## src/rtl/pipe_adder_if.sv

```systemverilog
// pipe_adder_if: operand/result handshake bundle for pipe_adder.
//   in_valid/in_ready   : operand beat handshake (a, b, cin, sub)
//   out_valid/out_ready : result beat handshake (sum, cout, ovf)
// master = producer of operands / consumer of results; slave = the adder.
interface pipe_adder_if #(
   parameter int unsigned N = 16
) ();
   logic         in_valid;
   logic         in_ready;
   logic [N-1:0] a;
   logic [N-1:0] b;
   logic         cin;
   logic         sub;
   logic         out_valid;
   logic         out_ready;
   logic [N-1:0] sum;
   logic         cout;
   logic         ovf;

   modport master (
      output in_valid, a, b, cin, sub, out_ready,
      input  in_ready, out_valid, sum, cout, ovf
   );

   modport slave (
      input  in_valid, a, b, cin, sub, out_ready,
      output in_ready, out_valid, sum, cout, ovf
   );
endinterface

```

## src/rtl/pipe_adder.sv

```systemverilog
// pipe_adder: N-bit add/subtract split into STAGES carry-chain segments of W = N/STAGES bits,
// one segment per pipeline stage, with valid/ready on both sides.
//   clk   : rising-edge clock
//   rst_n : synchronous active-low reset (clears valids and the visible result)
//   bus   : pipe_adder_if.slave (operands in, sum/cout/ovf out)
// sub=1 computes a - b (cin ignored, cout=1 means no borrow); sub=0 computes a + b + cin.
// A single global advance enable shifts every stage at once; bubbles are kept.
module pipe_adder #(
   parameter int unsigned N      = 16,
   parameter int unsigned STAGES = 4
) (
   input logic         clk,
   input logic         rst_n,
   pipe_adder_if.slave bus
);

   if (STAGES < 1 || STAGES > N || (N % STAGES) != 0) begin : g_bad_stages
      $error("pipe_adder: STAGES must lie in 1..N and divide N exactly");
   end

   if ($bits(bus.a) != N) begin : g_bad_width
      $error("pipe_adder: interface width does not match N");
   end

   // Guarded so an illegal STAGES=0 reports the message above rather than a divide by zero.
   localparam int unsigned W = (STAGES == 0) ? 1 : N / STAGES;

   // Per-stage registers: operands travel whole (upper chunks are consumed by later stages),
   // the partial sum accumulates completed low chunks, c_q is the carry into the next stage.
   logic [N-1:0]      a_q [STAGES];
   logic [N-1:0]      b_q [STAGES];
   logic [N-1:0]      s_q [STAGES];
   logic [STAGES-1:0] c_q;
   logic [STAGES-1:0] v_q;

   logic [N-1:0]      a_d [STAGES];
   logic [N-1:0]      b_d [STAGES];
   logic [N-1:0]      s_d [STAGES];
   logic [STAGES-1:0] c_d;
   logic [STAGES-1:0] ci;
   logic [W:0]        part;
   logic              adv;

   // Stall only when a result is sitting at the output and nobody takes it.
   assign adv          = !v_q[STAGES-1] || bus.out_ready;
   assign bus.in_ready = adv;

   always_comb begin
      part   = '0;
      c_d    = '0;
      // Stage 0 works on the freshly presented operands after sub preprocessing.
      a_d[0] = bus.a;
      b_d[0] = bus.sub ? ~bus.b : bus.b;
      s_d[0] = '0;
      ci[0]  = bus.sub ? 1'b1 : bus.cin;
      for (int k = 1; k < STAGES; k++) begin
         a_d[k] = a_q[k-1];
         b_d[k] = b_q[k-1];
         s_d[k] = s_q[k-1];
         ci[k]  = c_q[k-1];
      end
      for (int k = 0; k < STAGES; k++) begin
         part = {1'b0, a_d[k][k*W +: W]} + {1'b0, b_d[k][k*W +: W]} + {{W{1'b0}}, ci[k]};
         s_d[k][k*W +: W] = part[W-1:0];
         c_d[k]           = part[W];
      end
   end

   always_ff @(posedge clk) begin
      if (!rst_n) begin
         // Data is cleared too so the output reads as zero (including ovf) after reset.
         v_q <= '0;
         c_q <= '0;
         for (int k = 0; k < STAGES; k++) begin
            a_q[k] <= '0;
            b_q[k] <= '0;
            s_q[k] <= '0;
         end
      end else if (adv) begin
         v_q[0] <= bus.in_valid;
         for (int k = 1; k < STAGES; k++) begin
            v_q[k] <= v_q[k-1];
         end
         c_q <= c_d;
         for (int k = 0; k < STAGES; k++) begin
            a_q[k] <= a_d[k];
            b_q[k] <= b_d[k];
            s_q[k] <= s_d[k];
         end
      end
   end

   assign bus.out_valid = v_q[STAGES-1];
   assign bus.sum       = s_q[STAGES-1];
   assign bus.cout      = c_q[STAGES-1];
   // Operands with equal signs producing a result of the other sign.
   assign bus.ovf       = (a_q[STAGES-1][N-1] == b_q[STAGES-1][N-1]) &&
                          (s_q[STAGES-1][N-1] != a_q[STAGES-1][N-1]);

endmodule

```

## src/flat_wrapper.sv

```systemverilog
// flat-port wrapper written by rule: the top's interface ports become plain ports
module pipe_adder_flat 
#(
   parameter int unsigned N      = 16,
   parameter int unsigned STAGES = 4
)
  (clk, rst_n, bus_in_valid, bus_a, bus_b, bus_cin, bus_sub, bus_out_ready, bus_in_ready, bus_out_valid, bus_sum, bus_cout, bus_ovf);
  pipe_adder_if #(.N(N)) bus_i ();
  input logic clk;
  input logic rst_n;
  input wire logic [$bits(bus_i.in_valid)-1:0] bus_in_valid;
  input wire logic [$bits(bus_i.a)-1:0] bus_a;
  input wire logic [$bits(bus_i.b)-1:0] bus_b;
  input wire logic [$bits(bus_i.cin)-1:0] bus_cin;
  input wire logic [$bits(bus_i.sub)-1:0] bus_sub;
  input wire logic [$bits(bus_i.out_ready)-1:0] bus_out_ready;
  output wire logic [$bits(bus_i.in_ready)-1:0] bus_in_ready;
  output wire logic [$bits(bus_i.out_valid)-1:0] bus_out_valid;
  output wire logic [$bits(bus_i.sum)-1:0] bus_sum;
  output wire logic [$bits(bus_i.cout)-1:0] bus_cout;
  output wire logic [$bits(bus_i.ovf)-1:0] bus_ovf;
  assign bus_i.in_valid = bus_in_valid;
  assign bus_i.a = bus_a;
  assign bus_i.b = bus_b;
  assign bus_i.cin = bus_cin;
  assign bus_i.sub = bus_sub;
  assign bus_i.out_ready = bus_out_ready;
  assign bus_in_ready = bus_i.in_ready;
  assign bus_out_valid = bus_i.out_valid;
  assign bus_sum = bus_i.sum;
  assign bus_cout = bus_i.cout;
  assign bus_ovf = bus_i.ovf;
  pipe_adder #(.N(N), .STAGES(STAGES)) u_core (.clk(clk), .rst_n(rst_n), .bus(bus_i));
endmodule
```

## config.mk

```make
export PLATFORM = sky130hd
export DESIGN_NAME = pipe_adder_flat
export DESIGN_NICKNAME = d
export VERILOG_FILES = /design/src/rtl/pipe_adder_if.sv /design/src/rtl/pipe_adder.sv /design/src/flat_wrapper.sv
export SDC_FILE = /design/constraint.sdc
export NUM_CORES = 1
export LEC_CHECK = 0
export CORE_ASPECT_RATIO = 1.5
export CORE_MARGIN = 3
export CORE_UTILIZATION = 55
export DETAILED_ROUTE_END_ITERATION = 10
export PLACE_DENSITY = 0.88
export SLEW_MARGIN = 20
export SYNTH_ARGS = -nofsm -noshare
export SYNTH_HDL_FRONTEND = slang
export SYNTH_SLANG_ARGS = --single-unit
```

## constraint.sdc

```tcl
create_clock -name clk -period 3.8 [get_ports clk]
set_input_delay 0.76 -clock clk [delete_from_list [all_inputs] [get_ports clk]]
set_output_delay 0.76 -clock clk [all_outputs]
set_load 0.02 [all_outputs]
```

* Word level (Yosys, flattened, before mapping) *
Memory sizes are Yosys's and may differ from the RTL's.
Index checks and enable logic that the tools add are counted.

operators by class
  $mul = 0
  shifts and indexed selects = 0
  muxes and demuxes = 18
  div/mod/pow operators = 0
  reductions and logical operators = 3
  add/sub/neg operators = 8
  bitwise operators = 13
  equality and inequality tests = 2
  magnitude comparators = 0

operator list
  kind                                    number
  16-bit 2-to-1 mux                       13
  4-bit by 4-bit adder with 5-bit output  4
  5-bit by 1-bit adder with 5-bit output  4
  16-bit NOT                              1
  1-bit OR                                12
  1-bit 2-to-1 mux                        5
  1-bit == test                           1
  1-bit logical AND                       1
  1-bit logical NOT                       1
  1-bit logical OR                        1
  1-bit != test                           1

word-level totals
  output and inout bits = 20
  latch bits = 0
  input bits = 38
  bits in registers = 8
  memories kept = 3
  memory bits (writable) = 192
  bits in read-only memories = 0

memories
  memory      words  bits a word  read ports  clocked after Yosys merged registers in  write ports  line              RTL
  u_core.a_q  4      16           4           0                                        4            pipe_adder.sv:30  logic [N-1:0] a_q [STAGES];
  u_core.b_q  4      16           4           0                                        4            pipe_adder.sv:31  logic [N-1:0] b_q [STAGES];
  u_core.s_q  4      16           4           0                                        4            pipe_adder.sv:32  logic [N-1:0] s_q [STAGES];

* Longest topological paths before layout *
Gate-level depths: netlist of run 1.

  word-level depth = 6
  mapped depth = 9

* Least setup slack after synthesis of run 1 *
No wires, ideal clock.

  path type = input-to-reg
  start point = in bus_out_ready
  end point = mem u_core.a_q[0][10], enable pin
  cell stages on the path = 3
  setup slack = 0.471 ns
  required time = 2.938 ns
  library setup time = 0.862 ns
  path buffers = 1
  data arrival time = 2.467 ns
  cell sequence = nor2b_4 buf_6 nand2_1

RTL lines
  what         line                RTL
  from (decl)  flat_wrapper.sv:16  input wire logic [$bits(bus_i.out_ready)-1:0] bus_out_ready;
  to (decl)    pipe_adder.sv:30

* Final worst setup path of run 1 *
  start point = in bus_out_ready
  end point = out bus_in_ready

on the way
  cells in the longest elaborated chain, start to end = 1

ends and longest elaborated chain
  what              line                RTL
  1-bit logical OR  pipe_adder.sv:45    assign adv = !v_q[STAGES-1] || bus.out_ready;
  to (decl)         flat_wrapper.sv:17  output wire logic [$bits(bus_i.in_ready)-1:0] bus_in_ready;

Every way passes these cells.

==> flow_summary.ini, run 1 <==
[yosys]
netlist_area_sq_um = 4360
yosysTopAreaCellShare = 0.620
synth_top_cell_by_area = edfxtp_1
ys_seq_area_frac = 0.657
ys_ff_latch = 98
syn-mean-instance-area_sq_um = 13.9
yosys_warnings = 0
ys_types = 29
synth_top_cells_by_area = edfxtp_1, and3_1, dfxtp_1
synth_cells = 314
syn-num-nets = 372

[die]
start_util = 0.569
row_count = 39
die_h_microns = 115
core_sq_um = 7660
io_pins = 58
die_width_microns = 78.7
dieArea_sq_um = 9050

[worst_setup_path]
startpoint_type = input pin
critPathLaunch = bus_out_ready
rr_worst_depth = 5
endpoint = bus_in_ready
rrSetupSlack_ps = 1890
crit_required_ps = 3040
r2r-start = u_core.b_q[1][8]
criticalPathCategory = in -> out
critPathArrivalTime_ps = 2360
r2r_end = u_core.c_q[2]
worstPathMaxFanout = 81
end_kind = output port

[cells_and_area]
fin_util = 0.679
syn_to_final_growth_pct = 19.4
n_antenna_cell = 0
instances_no_fill = 470
finalNetCount = 421
final_cell_mix = edfxtp_1, and3_1, clkdlybuf4s50_1
layout_commonest_cell = edfxtp_1
drive_above_1_share = 0.0543
stdcell_area_sq_um = 5200

[place]
dpl_cell_area_sq_um = 4940
dp.cells = 454
dp_hpwl_microns = 4440
dp_worst_setup_slack_ps = 729
gp_congestion = 0.694
port_buffers = 57

[global_routing]
grt_pass1_wl_microns = 11500
grt_pass1_vias = 2440
grt_max_degree = 91
grt_usage = 0.170
antenna_found_initial = 0
gr-total-overflow = 0

[power_and_ir_drop]
ir_drop_uv = 252
power.density_nw_per_um2 = 440
p_total_mw = 2.29
leakagePower_nw = 2.28

[sta]
worst_slack_ps = 679
fmax_mhz = 320
drv_slew = 0
min_period_ps = 3120
finalSetupViolCount = 0
setup_tns_ps = 0
fin_crit_sh = 0.821
max-slew-margin-rel = 0.566
worstMarginPinSlew_ps = 651
whs_ps = 463
finalHoldViolCount = 0
rsz0062_at_grt = false
worst_clock_skew_ps = 5.29

[route]
wl_per_cell_microns = 15.1
drc = 0
firstDrtPassIters = 4
routed_wl_microns = 7120
num_vias = 2478
final_antenna_net_count = 0
drt-initial-drc-count = 139
viasPerCell = 5.27

[clock_network]
cts_resized = 0
cts_buffers = 9
htree_num_levels = 3
cts_setup_buffers = 0
cts_tree = built
cts.sink_count = 98
clock-root-buffer = clkbuf_16
hold_buffers = 0
clockBufferDepth = 2
insertion_delay_ps = 340
cts.reportedPaths.clkPinSlew_ps = 60

[outcome]
status = completed

[min_path]
min_path_type = reg -> reg

[run]
maxCapViolCount = 0
## worst max-delay path, cell delays in order
cell and delay (ps):
clkdlybuf4s50_1 440, nor2b_4 340, inv_8 200, clkdlybuf4s50_1 600
## cells by family (layout without fill, tap and decap cells)
family | count (synthesis) | count (layout) | share of synthesized area
AO/OA/AOI/OAI | 27 | 27 | 0.0356
XOR/XNOR | 18 | 18 | 0.0362
adder cells (fa/ha/maj) | 20 | 20 | 0.0712
buffers and inverters | 34 | 88 | 0.0431
flip-flops | 98 | 98 | 0.657
multiplexers | 2 | 2 | 0.00459
AND/OR/NAND/NOR | 115 | 115 | 0.152
## flip-flops by register name, indices dropped and copies added (netlist names)
name	count
u_core.s_q	40
u_core.v_q	4
u_core.c_q	4
u_core.b_q	25
u_core.a_q	25
## synthesized netlist by cell type (all sizes together)
cell	count
nor3	2
xor2	3
xnor2	15
inv	13
buf	9
nor2b	5
dfxtp	8
a21o	4
o21ai	7
and3	66
nand3b	4
ha	12
o21a	1
a21oi	12
mux2i	2
clkbuf	12
nor2	22
fa	8
nand3	4
a21boi	3
nand2	10
nor3b	2
edfxtp	90
## area by class of cell
class                   instances  area [sq um]
clock buffers                  11           233
clock inverters                 5          21.3
fillers                       542          2460
inverters                      13          56.3
multi-input cells             182          1320
flip-flops and latches         98          2860
well taps                     102           128
repair buffers                 59           581
## routing by layer
| layer | vias to the layer above | GRT usage | part of all wire |
|---|---|---|---|
| li1 | 1227 | - | - |
| met1 | 1182 | 0.182 | 0.38 |
| met2 | 57 | 0.306 | 0.56 |
| met3 | 12 | 0.0361 | 0.035 |
| met4 | 0 | 0.0968 | 0.027 |
| met5 | - | 0 | 0 |
## worst min path at each step
stage                             start            end  depth (start not counted)
after detailed placement  u_core.v_q[2]  u_core.v_q[3]                          1
final                     u_core.v_q[0]  u_core.v_q[1]                          2
after floorplan           u_core.v_q[2]  u_core.v_q[3]                          1
after global placement    u_core.v_q[1]  u_core.v_q[2]                          2
after global routing      u_core.v_q[0]  u_core.v_q[1]                          2
after CTS                 u_core.v_q[0]  u_core.v_q[1]                          2
## report_power, final
| part | total [mW] | internal [mW] | switching [mW] |
|---|---|---|---|
| clock network | 0.786 | 0.435 | 0.352 |
| registers | 1.28 | 1.25 | 0.0214 |
| logic | 0.229 | 0.120 | 0.109 |
Power figures use the tool's default switching activity.
==> run 2, diff against run 1 <==
==> constraint.sdc (replaced) <==
create_clock -name clk -period 2.9 [get_ports clk]
set_input_delay 0.58 -clock clk [delete_from_list [all_inputs] [get_ports clk]]
set_output_delay 0.58 -clock clk [all_outputs]
set_load 0.02 [all_outputs]
==> run 2 against run 1 <==
Clock-buffer cell count down 1; critical path depth unchanged; clock skew about the same; die area unchanged; combinational power up 32%; sequential share of layout area down 1.1 points; hold slack better by 7.4 ps; cell count up 1.3%; sequential power up 30%; via count up 3.0%; flip-flop and latch count unchanged; wire length down 0.94%; critical path type unchanged.
==> flow_summary.ini, run 2 (synthesized netlist as in run 1, its figures left out) <==
[worst_setup_path]
criticalPathCategory = in -> out
crit_required_ps = 2320
crit_path_max_incr_delay_ps = 630
crit_chain = clkdlybuf4s50_1 -> nor2b_4 -> inv_8 -> clkdlybuf4s50_1
cpMostUsedCell = clkdlybuf4s50_1
cpMaxStageDelayCell = clkdlybuf4s50_1
worstPathMaxFanout = 37
end_kind = output port
rr_worst_depth = 5
startpoint_type = input pin
critPathArrivalTime_ps = 1920

[route]
wl_met1_microns = 2560
wl_met2_microns = 4020
routed_wl_microns = 7050
num_vias = 2552
wl_met3_microns = 344
firstDrtPassIters = 5
drc = 0
wl_per_cell_microns = 14.8
top_layer = met4
final_antenna_net_count = 0
drt-initial-drc-count = 150
viasPerCell = 5.36

[cells_and_area]
stdcell_area_sq_um = 5310
largest_register_ffs = 40
syn_to_final_growth_pct = 21.8
layout_commonest_cell = edfxtp_1
fillers = 520
top_register = u_core.s_q
finalNetCount = 427
top_regs = u_core.s_q x40, u_core.a_q x25, u_core.b_q x25
drive_above_1_share = 0.0775
n_antenna_cell = 0
final_cell_mix = edfxtp_1, and3_1, clkdlybuf4s50_1

[clock_network]
cts.reportedPaths.clkPinSlew_ps = 60
htree_num_levels = 3
clock-root-buffer = clkbuf_16
cts.sink_count = 98
cts_buffers = 9
cts_resized = 0
cts_tree = built
insertion_delay_ps = 340
hold_buffers = 0
clockBufferDepth = 2
cts_setup_buffers = 0

[sta]
fin_crit_sh = 0.862
finalSetupViolCount = 0
setup_tns_ps = 0
finalHoldViolCount = 0
rsz0062_at_grt = false
drv_slew = 0
fmax_mhz = 400
worst_clock_skew_ps = 5.29
min_period_ps = 2500
worstMarginPinSlew_ps = 371
max-slew-margin-rel = 0.753

[place]
port_buffers = 57
dp_hpwl_microns = 4810
dpl_cell_area_sq_um = 5000
gp_congestion = 0.712

[die]
start_util = 0.569
core_sq_um = 7660
die_h_microns = 115
dieArea_sq_um = 9050
row_count = 39
die_width_microns = 78.7
io_pins = 58

[global_routing]
antenna_found_initial = 0
grt_pass1_vias = 2539
grt_pass1_wl_microns = 11500
grt_usage = 0.168
gr-total-overflow = 0
grt_max_degree = 46

[min_path]
min_path_type = reg -> reg
hold_depth = 2

[power_and_ir_drop]
ir_drop_uv = 381
leakagePower_nw = 2.35
power.density_nw_per_um2 = 603

[run]
maxCapViolCount = 0

[outcome]
status = completed
[run 2: cell types whose count changed in the layout (fill, tap and decap cells not counted)]
cell | previous run | this run
buf_4 | 2 | 7
buf_12 | 0 | 1
nand2_4 | 1 | 2
clkinvlp_4 | 0 | 1
clkbuf_1 | 2 | 1
bufinv_16 | 0 | 2
clkinv_1 | 3 | 1
nand2_8 | 1 | 0
[run 2: power by group]
group	internal, mW	switching [mW]	total (mW)	leakage (nW)
combinational	0.160	0.143	0.303	1.06
clock	0.749	0.474	1.22	0.150
sequential	1.64	0.0302	1.67	1.13
[run 2: path summary, 6_finish.rpt]
kind                                  startpoint            end  slack (ps)
worst min-delay path               u_core.v_q[1]  u_core.v_q[1]         470
worst min register to register     u_core.v_q[1]  u_core.v_q[1]         470
worst max-delay path               bus_out_ready   bus_in_ready         400
worst max register to register  u_core.b_q[1][8]  u_core.c_q[2]        1030
[run 2: layer usage]
metal,global-route usage,vias to the layer above
li1,-,1239
met5,0,-
met1,0.175,1224
met3,0.0423,9
met2,0.313,80
met4,0.0758,0
[run 2: final cells by class]
type,count,area [sq um],share of cell area
clock buffers,10,229,0.0431
clock inverters,6,81.3,0.0153
flip-flops and latches,98,2860,0.539
repair buffers,65,638,0.120
well taps,102,128,0.0240
multi-input cells,182,1320,0.248
inverters,13,56.3,0.0106
[run 2: stage by stage]
| step | std cells | power [mW] | worst slack (ps) | hold WS, ps | utilization |
|---|---|---|---|---|---|
| 5_1_grt | 476 | 3.31 | 345 | 499 | 0.693 |
| 2_1_floorplan | 314 | 1.88 | 574 | 440 | - |
| 3_3_place_gp | 460 | 1.98 | 259 | 447 | 0.653 |
| 6_report | 476 | 3.20 | 400 | 471 | 0.693 |
| 3_5_place_dp | 460 | 2.01 | 167 | 463 | 0.653 |
| 4_1_cts | 476 | 3.22 | 391 | 474 | 0.693 |
[run 2: worst max-delay path, delay by kind of cell]
| kind | cells | cell delay [ps] |
|---|---|---|
| buf+inv | 3 | 1270 |
| simple gates | 1 | 70 |
==> run 3, diff against run 2 <==
--- a/config.mk
+++ b/config.mk
@@ -6,11 +6,10 @@
 export NUM_CORES = 1
 export LEC_CHECK = 0
 export CORE_ASPECT_RATIO = 1.5
-export CORE_MARGIN = 3
 export CORE_UTILIZATION = 55
 export DETAILED_ROUTE_END_ITERATION = 10
 export PLACE_DENSITY = 0.88
-export SLEW_MARGIN = 20
+export SLEW_MARGIN = 15
 export SYNTH_ARGS = -nofsm -noshare
 export SYNTH_HDL_FRONTEND = slang
 export SYNTH_SLANG_ARGS = --single-unit
==> constraint.sdc (replaced) <==
create_clock -name clk -period 2.9 [get_ports clk]
set_input_delay 0.435 -clock clk [delete_from_list [all_inputs] [get_ports clk]]
set_output_delay 0.435 -clock clk [all_outputs]
set_load 0.02 [all_outputs]
==> run 3 against run 2 <==
Maximum frequency grew 11%; global-route usage rose by 2.6 points; via count is 0.55% lower.
==> flow_summary.ini, run 3 (synthesized netlist as in run 1, its figures left out) <==
[cells_and_area]
largest_register_ffs = 40
final_cell_mix = edfxtp_1, and3_1, clkdlybuf4s50_1
top_regs = u_core.s_q x40, u_core.a_q x25, u_core.b_q x25
fillers = 547
drive_above_1_share = 0.0591
multi_input_area_sq_um = 1320
syn_to_final_growth_pct = 20.2
top_register = u_core.s_q
regArea_sq_um = 2860
n_antenna_cell = 0
layout_commonest_cell = edfxtp_1
stdcell_area_sq_um = 5240
finalNetCount = 425

[power_and_ir_drop]
power.density_nw_per_um2 = 572
ir_drop_uv = 460
leakagePower_nw = 2.31

[route]
final_antenna_net_count = 0
num_vias = 2538
drc = 0
wl_per_cell_microns = 15.0
drt-initial-drc-count = 173
viasPerCell = 5.35
routed_wl_microns = 7100
firstDrtPassIters = 4

[sta]
whs_ps = 470
worstMarginPinSlew_ps = 516
rsz0062_at_grt = false
setup_tns_ps = 0
min_period_ps = 2250
fmax_mhz = 444
fin_crit_sh = 0.777
worst_clock_skew_ps = 5.25
worst_slack_ps = 646
finalHoldViolCount = 0
drv_slew = 0
finalSetupViolCount = 0
max-slew-margin-rel = 0.656

[worst_setup_path]
startpoint_type = input pin
crit_path_max_incr_delay_ps = 640
crit_required_ps = 2470
criticalPathCategory = in -> out
worstPathMaxFanout = 37
crit_chain = clkdlybuf4s50_1 -> nor2b_4 -> inv_8 -> clkdlybuf4s50_1
cpMaxStageDelayCell = clkdlybuf4s50_1
cp.buffers_inverters = 3
critPathArrivalTime_ps = 1820
cpMostUsedCell = clkdlybuf4s50_1
cpLargestDelayFamily = buffers and inverters
end_kind = output port

[place]
dp_worst_setup_slack_ps = 349
dp_hpwl_microns = 4670
gp_congestion = 0.731
port_buffers = 57
dpl_cell_area_sq_um = 4980

[die]
die_width_microns = 74.7
die_h_microns = 111
start_util = 0.569
core_sq_um = 7660
dieArea_sq_um = 8290
row_count = 39
io_pins = 58

[global_routing]
gr-total-overflow = 0
antenna_found_initial = 0
grt_pass1_vias = 2525
grt_max_degree = 64
grt_pass1_wl_microns = 11700
grt_usage = 0.194

[clock_network]
hold_buffers = 0
cts_resized = 0
cts_setup_buffers = 0
insertion_delay_ps = 330
clockBufferDepth = 2
cts.reportedPaths.clkPinSlew_ps = 60
cts_buffers = 9
cts_tree = built
cts.sink_count = 98
htree_num_levels = 3
clock-root-buffer = clkbuf_16

[run]
maxCapViolCount = 0

[min_path]
min_path_type = reg -> reg

[outcome]
status = completed
==> run 3: per-layer routing <==
metal  vias to the layer above  GRT usage  share of wire
met5                         -          0              0
met4                         0      0.101          0.024
met3                        12     0.0282          0.024
met2                        65      0.336           0.57
met1                      1228      0.224           0.38
li1                       1233          -              -
==> run 3: stage by stage <==
stage / std cells / power [mW] / utilization
after floorplan: 314 / 1.88 / -
after detailed placement: 458 / 2.01 / 0.651
after global placement: 458 / 1.98 / 0.651
after global routing: 474 / 3.11 / 0.683
after CTS: 474 / 3.02 / 0.683
final: 474 / 2.99 / 0.683
==> run 3: worst paths after layout <==
kind	to	slack (ps)	start	cells past startpoint
min	u_core.v_q[3]	470	u_core.v_q[2]	1
min reg2reg	u_core.v_q[3]	470	u_core.v_q[2]	1
max reg2reg	u_core.c_q[2]	1050	u_core.b_q[1][8]	5
max	bus_in_ready	650	bus_out_ready	4
==> run 3: report_power, final <==
part           internal, mW  switching, mW
Clock                 0.580          0.441
Sequential             1.64         0.0296
Combinational         0.158          0.141
==> run 3: layout make-up <==
class	instances	area share
inverter	13	0.0108
timing repair buffer	63	0.119
tap	102	0.0244
sequential	98	0.547
clock inverter	1	0.000717
clock buffer	15	0.0473
multi-input combinational	182	0.251
